**config.mk**
```make
export PLATFORM = sky130hd
export DESIGN_NAME = vga_grid_renderer
export DESIGN_NICKNAME = d
export VERILOG_FILES = /design/src/rtl/vga_grid_renderer.sv
export SDC_FILE = /design/constraint.sdc
export NUM_CORES = 1
export LEC_CHECK = 0
export CAP_MARGIN = 20
export CORE_AREA = 2 2 155 112
export DETAILED_ROUTE_END_ITERATION = 10
export DIE_AREA = 0 0 157 114
export DONT_BUFFER_PORTS = 1
export HOLD_SLACK_MARGIN = 0.05
export PLACE_DENSITY_LB_ADDON = 0.3
export SLEW_MARGIN = 10
export SYNTH_ARGS = -nofsm -noshare
export SYNTH_HDL_FRONTEND = slang
export SYNTH_SLANG_ARGS = --single-unit
```
**constraint.sdc**
```tcl
create_clock -name CLK -period 10.6 [get_ports CLK]
set_input_delay 2.12 -clock CLK [delete_from_list [all_inputs] [get_ports CLK]]
set_output_delay 2.12 -clock CLK [all_outputs]
set_load 0.02 [all_outputs]
```
**src/rtl/vga_grid_renderer.sv**
```systemverilog
// vga_grid_renderer
//   Draws a GRID_N x GRID_N tic-tac-toe board on a 1-bit VGA raster. The board
//   has grid lines between cells and can highlight one cursor cell. Each cell's
//   symbol comes from an external synchronous sprite memory that has one cycle
//   of read latency.
// Ports
//   CLK, RESET          pixel clock, synchronous active-high reset
//   CONTROL_ARRAY       4-bit code per cell, cell k at [4k+:4], row-major
//   CURSOR_EN/IDX       cursor highlight enable and cell index
//   SPRITE_ADDR/SEL     cell-local pixel address and sprite select (0 cross, 1 zero)
//   SPRITE_DATA         sprite pixel, valid one cycle after SPRITE_ADDR/SEL
//   PIXEL_VALUE         output pixel
//   HSYNC/VSYNC/DE      video timing outputs
//   FRAME_START         pulse coincident with output pixel (0,0)
//   Every video output has the same 3-cycle latency from the raster counters.
module vga_grid_renderer #(
  parameter int   H_ACTIVE = 12,
  parameter int   H_FRONT  = 1,
  parameter int   H_SYNC   = 2,
  parameter int   H_BACK   = 1,
  parameter int   V_ACTIVE = 15,
  parameter int   V_FRONT  = 1,
  parameter int   V_SYNC   = 3,
  parameter int   V_BACK   = 2,
  parameter logic SYNC_POL = 1'b0,
  parameter int   GRID_N   = 3,
  parameter int   CELL_W   = 4,
  parameter int   CELL_H   = 5,
  parameter int   LINE_W   = 1,
  parameter int   ADDR_W   = 8
) (
  input  logic                         CLK,
  input  logic                         RESET,
  input  logic [4*GRID_N*GRID_N-1:0]   CONTROL_ARRAY,
  input  logic                         CURSOR_EN,
  input  logic [5:0]                   CURSOR_IDX,
  output logic [ADDR_W-1:0]            SPRITE_ADDR,
  output logic                         SPRITE_SEL,
  input  logic                         SPRITE_DATA,
  output logic                         PIXEL_VALUE,
  output logic                         HSYNC,
  output logic                         VSYNC,
  output logic                         DE,
  output logic                         FRAME_START
);
  localparam logic [11:0] H_LAST   = 12'(H_ACTIVE + H_FRONT + H_SYNC + H_BACK - 1);
  localparam logic [11:0] V_LAST   = 12'(V_ACTIVE + V_FRONT + V_SYNC + V_BACK - 1);
  localparam logic [11:0] HS_BEG   = 12'(H_ACTIVE + H_FRONT);
  localparam logic [11:0] HS_END   = 12'(H_ACTIVE + H_FRONT + H_SYNC - 1);
  localparam logic [11:0] VS_BEG   = 12'(V_ACTIVE + V_FRONT);
  localparam logic [11:0] VS_END   = 12'(V_ACTIVE + V_FRONT + V_SYNC - 1);
  localparam logic [11:0] H_ACT12  = 12'(H_ACTIVE);
  localparam logic [11:0] V_ACT12  = 12'(V_ACTIVE);
  localparam logic [11:0] GRID_WPX = 12'(GRID_N * CELL_W);
  localparam logic [11:0] GRID_HPX = 12'(GRID_N * CELL_H);
  localparam logic [11:0] CW_LAST  = 12'(CELL_W - 1);
  localparam logic [11:0] CH_LAST  = 12'(CELL_H - 1);
  localparam logic [11:0] LW12     = 12'(LINE_W);
  localparam int          CTRL_W   = 4 * GRID_N * GRID_N;

  // Raster and cell-local counters
  logic [11:0] h_q, h_d, v_q, v_d;
  logic [11:0] lx_q, lx_d, col_q, col_d, ly_q, ly_d, row_q, row_d;

  always_comb begin
    h_d   = h_q + 12'd1;
    v_d   = v_q;
    lx_d  = lx_q + 12'd1;
    col_d = col_q;
    ly_d  = ly_q;
    row_d = row_q;
    if (lx_q == CW_LAST) begin
      lx_d  = '0;
      col_d = col_q + 12'd1;
    end
    if (h_q == H_LAST) begin
      h_d   = '0;
      lx_d  = '0;
      col_d = '0;
      v_d   = v_q + 12'd1;
      if (ly_q == CH_LAST) begin
        ly_d  = '0;
        row_d = row_q + 12'd1;
      end else begin
        ly_d  = ly_q + 12'd1;
      end
      if (v_q == V_LAST) begin
        v_d   = '0;
        ly_d  = '0;
        row_d = '0;
      end
    end
  end

  always_ff @(posedge CLK) begin
    if (RESET) begin
      h_q <= '0; v_q <= '0; lx_q <= '0; col_q <= '0; ly_q <= '0; row_q <= '0;
    end else begin
      h_q <= h_d; v_q <= v_d; lx_q <= lx_d; col_q <= col_d; ly_q <= ly_d; row_q <= row_d;
    end
  end

  // Frame latch. Pixel (0,0) is decided in the same cycle that the latch
  // loads, so that cycle reads the live inputs directly. This keeps the
  // whole frame consistent.
  logic              at_origin;
  logic [CTRL_W-1:0] ctrl_q, ctrl_eff;
  logic              cur_en_q, cur_en_eff;
  logic [5:0]        cur_idx_q, cur_idx_eff;

  assign at_origin   = (h_q == '0) && (v_q == '0);
  assign ctrl_eff    = at_origin ? CONTROL_ARRAY : ctrl_q;
  assign cur_en_eff  = at_origin ? CURSOR_EN     : cur_en_q;
  assign cur_idx_eff = at_origin ? CURSOR_IDX    : cur_idx_q;

  always_ff @(posedge CLK) begin
    if (RESET) begin
      ctrl_q <= '0; cur_en_q <= 1'b0; cur_idx_q <= '0;
    end else if (at_origin) begin
      ctrl_q <= CONTROL_ARRAY; cur_en_q <= CURSOR_EN; cur_idx_q <= CURSOR_IDX;
    end
  end

  // Stage-0 decode. Inside the board, row and col are below GRID_N <= 8, so
  // 3 bits of each are enough. Outside the board the area flag masks the result.
  logic [6:0]        cell_idx;
  logic [3:0]        code_c;
  logic              area_c, grid_c, cur_c;
  logic [ADDR_W-1:0] addr_c;

  assign cell_idx = 7'(row_q[2:0]) * 7'(GRID_N) + 7'(col_q[2:0]);

  always_comb begin
    code_c = 4'd0;
    for (int k = 0; k < GRID_N * GRID_N; k++)
      if (cell_idx == 7'(k)) code_c = ctrl_eff[4*k +: 4];
  end

  assign area_c = (h_q < H_ACT12) && (v_q < V_ACT12) && (h_q < GRID_WPX) && (v_q < GRID_HPX);
  assign grid_c = ((col_q != '0) && (lx_q < LW12)) || ((row_q != '0) && (ly_q < LW12));
  // An out-of-range CURSOR_IDX cannot match, because in-board cell_idx < GRID_N^2.
  assign cur_c  = cur_en_eff && ({1'b0, cur_idx_eff} == cell_idx);
  assign addr_c = ADDR_W'(ly_q) * ADDR_W'(CELL_W) + ADDR_W'(lx_q);

  // Timing flags are carried as "active" bits: {hs, vs, de, fs}.
  logic [3:0] tim_c;
  assign tim_c = {(h_q >= HS_BEG) && (h_q <= HS_END),
                  (v_q >= VS_BEG) && (v_q <= VS_END),
                  (h_q < H_ACT12) && (v_q < V_ACT12),
                  at_origin};

  // Stage 1: the sprite request goes out here.
  logic       s1_sym_q, s1_cur_q, s1_grid_q, s1_area_q;
  logic [3:0] s1_tim_q;
  // Stage 2: the sprite data returns here.
  logic       s2_sym_q, s2_cur_q, s2_grid_q, s2_area_q;
  logic [3:0] s2_tim_q;
  logic       pix_d;

  always_ff @(posedge CLK) begin
    if (RESET) begin
      SPRITE_ADDR <= '0; SPRITE_SEL <= 1'b0;
      s1_sym_q <= 1'b0; s1_cur_q <= 1'b0; s1_grid_q <= 1'b0; s1_area_q <= 1'b0; s1_tim_q <= '0;
      s2_sym_q <= 1'b0; s2_cur_q <= 1'b0; s2_grid_q <= 1'b0; s2_area_q <= 1'b0; s2_tim_q <= '0;
    end else begin
      SPRITE_ADDR <= addr_c;
      SPRITE_SEL  <= (code_c == 4'd2);
      s1_sym_q    <= (code_c == 4'd1) || (code_c == 4'd2);
      s1_cur_q    <= cur_c;
      s1_grid_q   <= grid_c;
      s1_area_q   <= area_c;
      s1_tim_q    <= tim_c;
      s2_sym_q    <= s1_sym_q;
      s2_cur_q    <= s1_cur_q;
      s2_grid_q   <= s1_grid_q;
      s2_area_q   <= s1_area_q;
      s2_tim_q    <= s1_tim_q;
    end
  end

  // Grid lines take priority over the cursor inversion. Only the cell content is inverted.
  always_comb begin
    pix_d = 1'b0;
    if (s2_area_q) pix_d = s2_grid_q ? 1'b1 : ((s2_sym_q & SPRITE_DATA) ^ s2_cur_q);
  end

  // Stage 3: outputs.
  always_ff @(posedge CLK) begin
    if (RESET) begin
      PIXEL_VALUE <= 1'b0; HSYNC <= ~SYNC_POL; VSYNC <= ~SYNC_POL; DE <= 1'b0; FRAME_START <= 1'b0;
    end else begin
      PIXEL_VALUE <= pix_d;
      HSYNC       <= s2_tim_q[3] ? SYNC_POL : ~SYNC_POL;
      VSYNC       <= s2_tim_q[2] ? SYNC_POL : ~SYNC_POL;
      DE          <= s2_tim_q[1];
      FRAME_START <= s2_tim_q[0];
    end
  end
endmodule

```
==> results.yml <==
cts:
  root_buffer: "clkbuf_16"
  clock_path_buffers: 2
  post_cts_buffers: 0
  cts_buffers: 17
  clkSinkCount: 143
  tritoncts: "done"
  cts.clk_slew.worst_paths_ps: 60
  htreeDepth: 4
  insertion_delay_ps: 420
  post_cts_resized: 0
  holdBufCountCts: 0
floorplan:
  coreArea_sq_um: 16600
  die_area_sq_um: 17900
  die_h_um: 114
  io_pins: 60
  initial_core_util: 0.399
  rows: 40
  die_w_um: 157
setup_path:
  cpMaxStageDelayCell: "nor3_1"
  required_ps: 10910
  crit_chain: "inv_1 > fa_1 > inv_1 > ha_1 > inv_1 > fa_1 > inv_1 > a31oi_1 > nor3_1 > nand2_1 > o41ai_1 > o21ai_0 > a31oi_1 > nor2_1"
  crit_path_start_kind: "flop"
  max_stage_delay_ps: 630
  worstPathArrival_ps: 4070
  rr_endpoint: "SPRITE_SEL$_SDFF_PP0_"
  path_common_cell: "inv_1"
  path_buf_inv: 4
  ff2ff_path_depth: 14
  critical_path_class: "flop to flop"
  crit_path_start: "row_q[1]$_SDFFE_PP0P_"
  rrSetupSlack_ps: 6840
  r2r-start: "row_q[1]$_SDFFE_PP0P_"
  cp-endpoint: "SPRITE_SEL$_SDFF_PP0_"
  cpLargestDelayFamily: "adder cells"
  worst-path-stages: 14
  crit_fanout: 7
  cp-end-kind: "flop"
detailed_routing:
  drc: 0
  drt_iter0_drc: 379
  avgViaCountPerCell: 5.04
  firstDrtPassIters: 5
  wirelength_um: 14100
  wl_per_cell_um: 14.1
  vias: 5037
  ant_nets: 0
timing:
  slew_viol_final: 0
  rsz0062_at_grt: "no"
  maxSlewHeadroom: 0.416
  worstMarginPinSlew_ps: 875
  hold_violations: 0
  finalSetupTns_ps: 0
  setup_ws_ps: 6840
  fin_crit_sh: 0.355
  fmax_ghz: 0.266
  setup-violations-final: 0
  finClkSkew_ps: 10.8
  holdWs_ps: 373
  fin_crit_ps: 3760
synth:
  syn_area_sq_um: 6610
  seq_area_frac_synth: 0.433
  ys.warnings.count: 0
  avgSynthCellArea_sq_um: 8.66
  synthFlopType: "dfxtp_1"
  synthesis.nets: 837
  netlist_instances: 763
  synth_seq_cells: 143
  synth-edff-count: 0
  async_flop_share: 0
  ys_types: 58
final_layout:
  final_area_sq_um: 7360
  fillers: 1593
  area_growth_pct: 11.4
  final_common_cell: "dfxtp_1"
  final_nets: 829
  final_layout_size_suffix_gt1_frac: 0.0651
  final_cell_mix: "dfxtp_1, nor2_1, nand2_1"
  fin_cells: 999
  diodes: 0
  finish.utilization: 0.444
hold_path:
  hold_class: "flop to flop"
  hp-start: "s2_tim_q[3]$_SDFF_PP0_"
  holdPathStages: 1
placed_design:
  portBuffers: 0
  place_ws_ps: 7030
  hpwlAfterDp_um: 9790
  gp_congestion: 0.819
  postPlaceCellArea_sq_um: 6800
  placedCellCount: 967
global_route:
  overflow: 0
  antenna_found_initial: 0
  grt_max_degree: 79
  grt_pass1_vias: 4695
  grt_use_total: 0.168
  grt_first_pass_wirelength_um: 23700
power:
  p_leak_nw: 2.91
  total_power_mw: 1.23
  vdd_ir_drop_max_uv: 82.6
  cellPowerDensity_nw_per_um2: 167
outcome:
  outcome: "completed"
run:
  cap_viol_max_count: 0
-- worst min-delay path by stage --
stage,to,slack [ps]
after floorplan,HSYNC$_SDFF_PP1_,360
after global placement,HSYNC$_SDFF_PP1_,360
after detailed placement,HSYNC$_SDFF_PP1_,360
after CTS,HSYNC$_SDFF_PP1_,380
after global routing,HSYNC$_SDFF_PP1_,380
final,HSYNC$_SDFF_PP1_,370
-- cell families after synthesis --
group                      after synthesis  share of synthesized area
buffers and inverters                   58                     0.0343
DFF                                    143                      0.433
adders and majority gates               28                     0.0576
muxes                                   22                     0.0394
and+or+nand+nor                        347                      0.259
AOI/OAI and AO/OA                      100                     0.0884
xor gates and xnor gates                65                     0.0882
-- final cells by class --
cell class	count	area, sq um	share of cell area
Multi-Input combinational cell	562	3520	0.478
Sequential cell	143	2860	0.389
Clock buffer	18	439	0.0597
Tap cell	231	289	0.0393
Clock inverter	14	120	0.0163
Inverter	27	101	0.0138
Timing Repair Buffer	4	30.0	0.00408
-- registers in the layout, indices dropped and copies added, names as in the netlist, 4 cells and up --
name and count:
col_q 12, s1_tim_q 4, cur_idx_q 6, ctrl_q 36, row_q 12, SPRITE_ADDR 8, h_q 12, lx_q 12
s2_tim_q 4, ly_q 12, v_q 12
-- per-layer routing --
metal,up-vias,part of all wire,routed length [um],GRT usage
met4,0,0.011,162,0.0526
met1,2319,0.54,7630,0.250
li1,2590,-,-,-
met3,14,0.061,866,0.0600
met2,114,0.39,5470,0.222
met5,-,0,0,0
-- worst reg2reg max path, cell delays in order, from the launching register on --
cell and delay [ps]:
dfxtp_1 450, inv_1 120, fa_1 430, inv_1 60, ha_1 180, inv_1 60, fa_1 420, inv_1 150
a31oi_1 110, nor3_1 630, nand2_1 110, o41ai_1 440, o21ai_0 160, a31oi_1 250, nor2_1 80
-- synth_stat cells (3+ instances only) --
cell / instances / area, sq um
o31ai_1: 4 / 30.0
a31oi_1: 3 / 18.8
xnor2_1: 24 / 210
xor2_1: 40 / 350
ha_1: 24 / 300
nor2_1: 100 / 375
and3_1: 23 / 144
o21ai_0: 16 / 80.1
nand4_1: 16 / 100
or3_1: 10 / 62.6
mux4_2: 3 / 67.6
nor3_1: 20 / 100
a21oi_1: 51 / 255
buf_1: 5 / 18.8
nor2b_1: 17 / 106
or4_1: 5 / 37.5
nand3_1: 26 / 130
a21o_1: 6 / 45.0
inv_1: 27 / 101
nor4b_1: 3 / 26.3
nand2_1: 90 / 338
a2111oi_0: 3 / 26.3
dfxtp_1: 143 / 2860
a211oi_1: 3 / 22.5
and2_1: 3 / 18.8
nor4_1: 9 / 56.3
fa_1: 4 / 80.1
nand2b_1: 10 / 62.6
mux2i_1: 17 / 170
clkbuf_1: 24 / 90.1
-- where the power goes --
group | internal [mW] | leakage (nW) | switching [mW] | total (mW)
combinational | 0.0389 | 1.49 | 0.0598 | 0.0987
clock | 0.327 | 0.256 | 0.233 | 0.559
sequential | 0.560 | 1.16 | 0.0122 | 0.572
total | 0.925 | 2.91 | 0.305 | 1.23
Power figures use the tool's default switching activity.
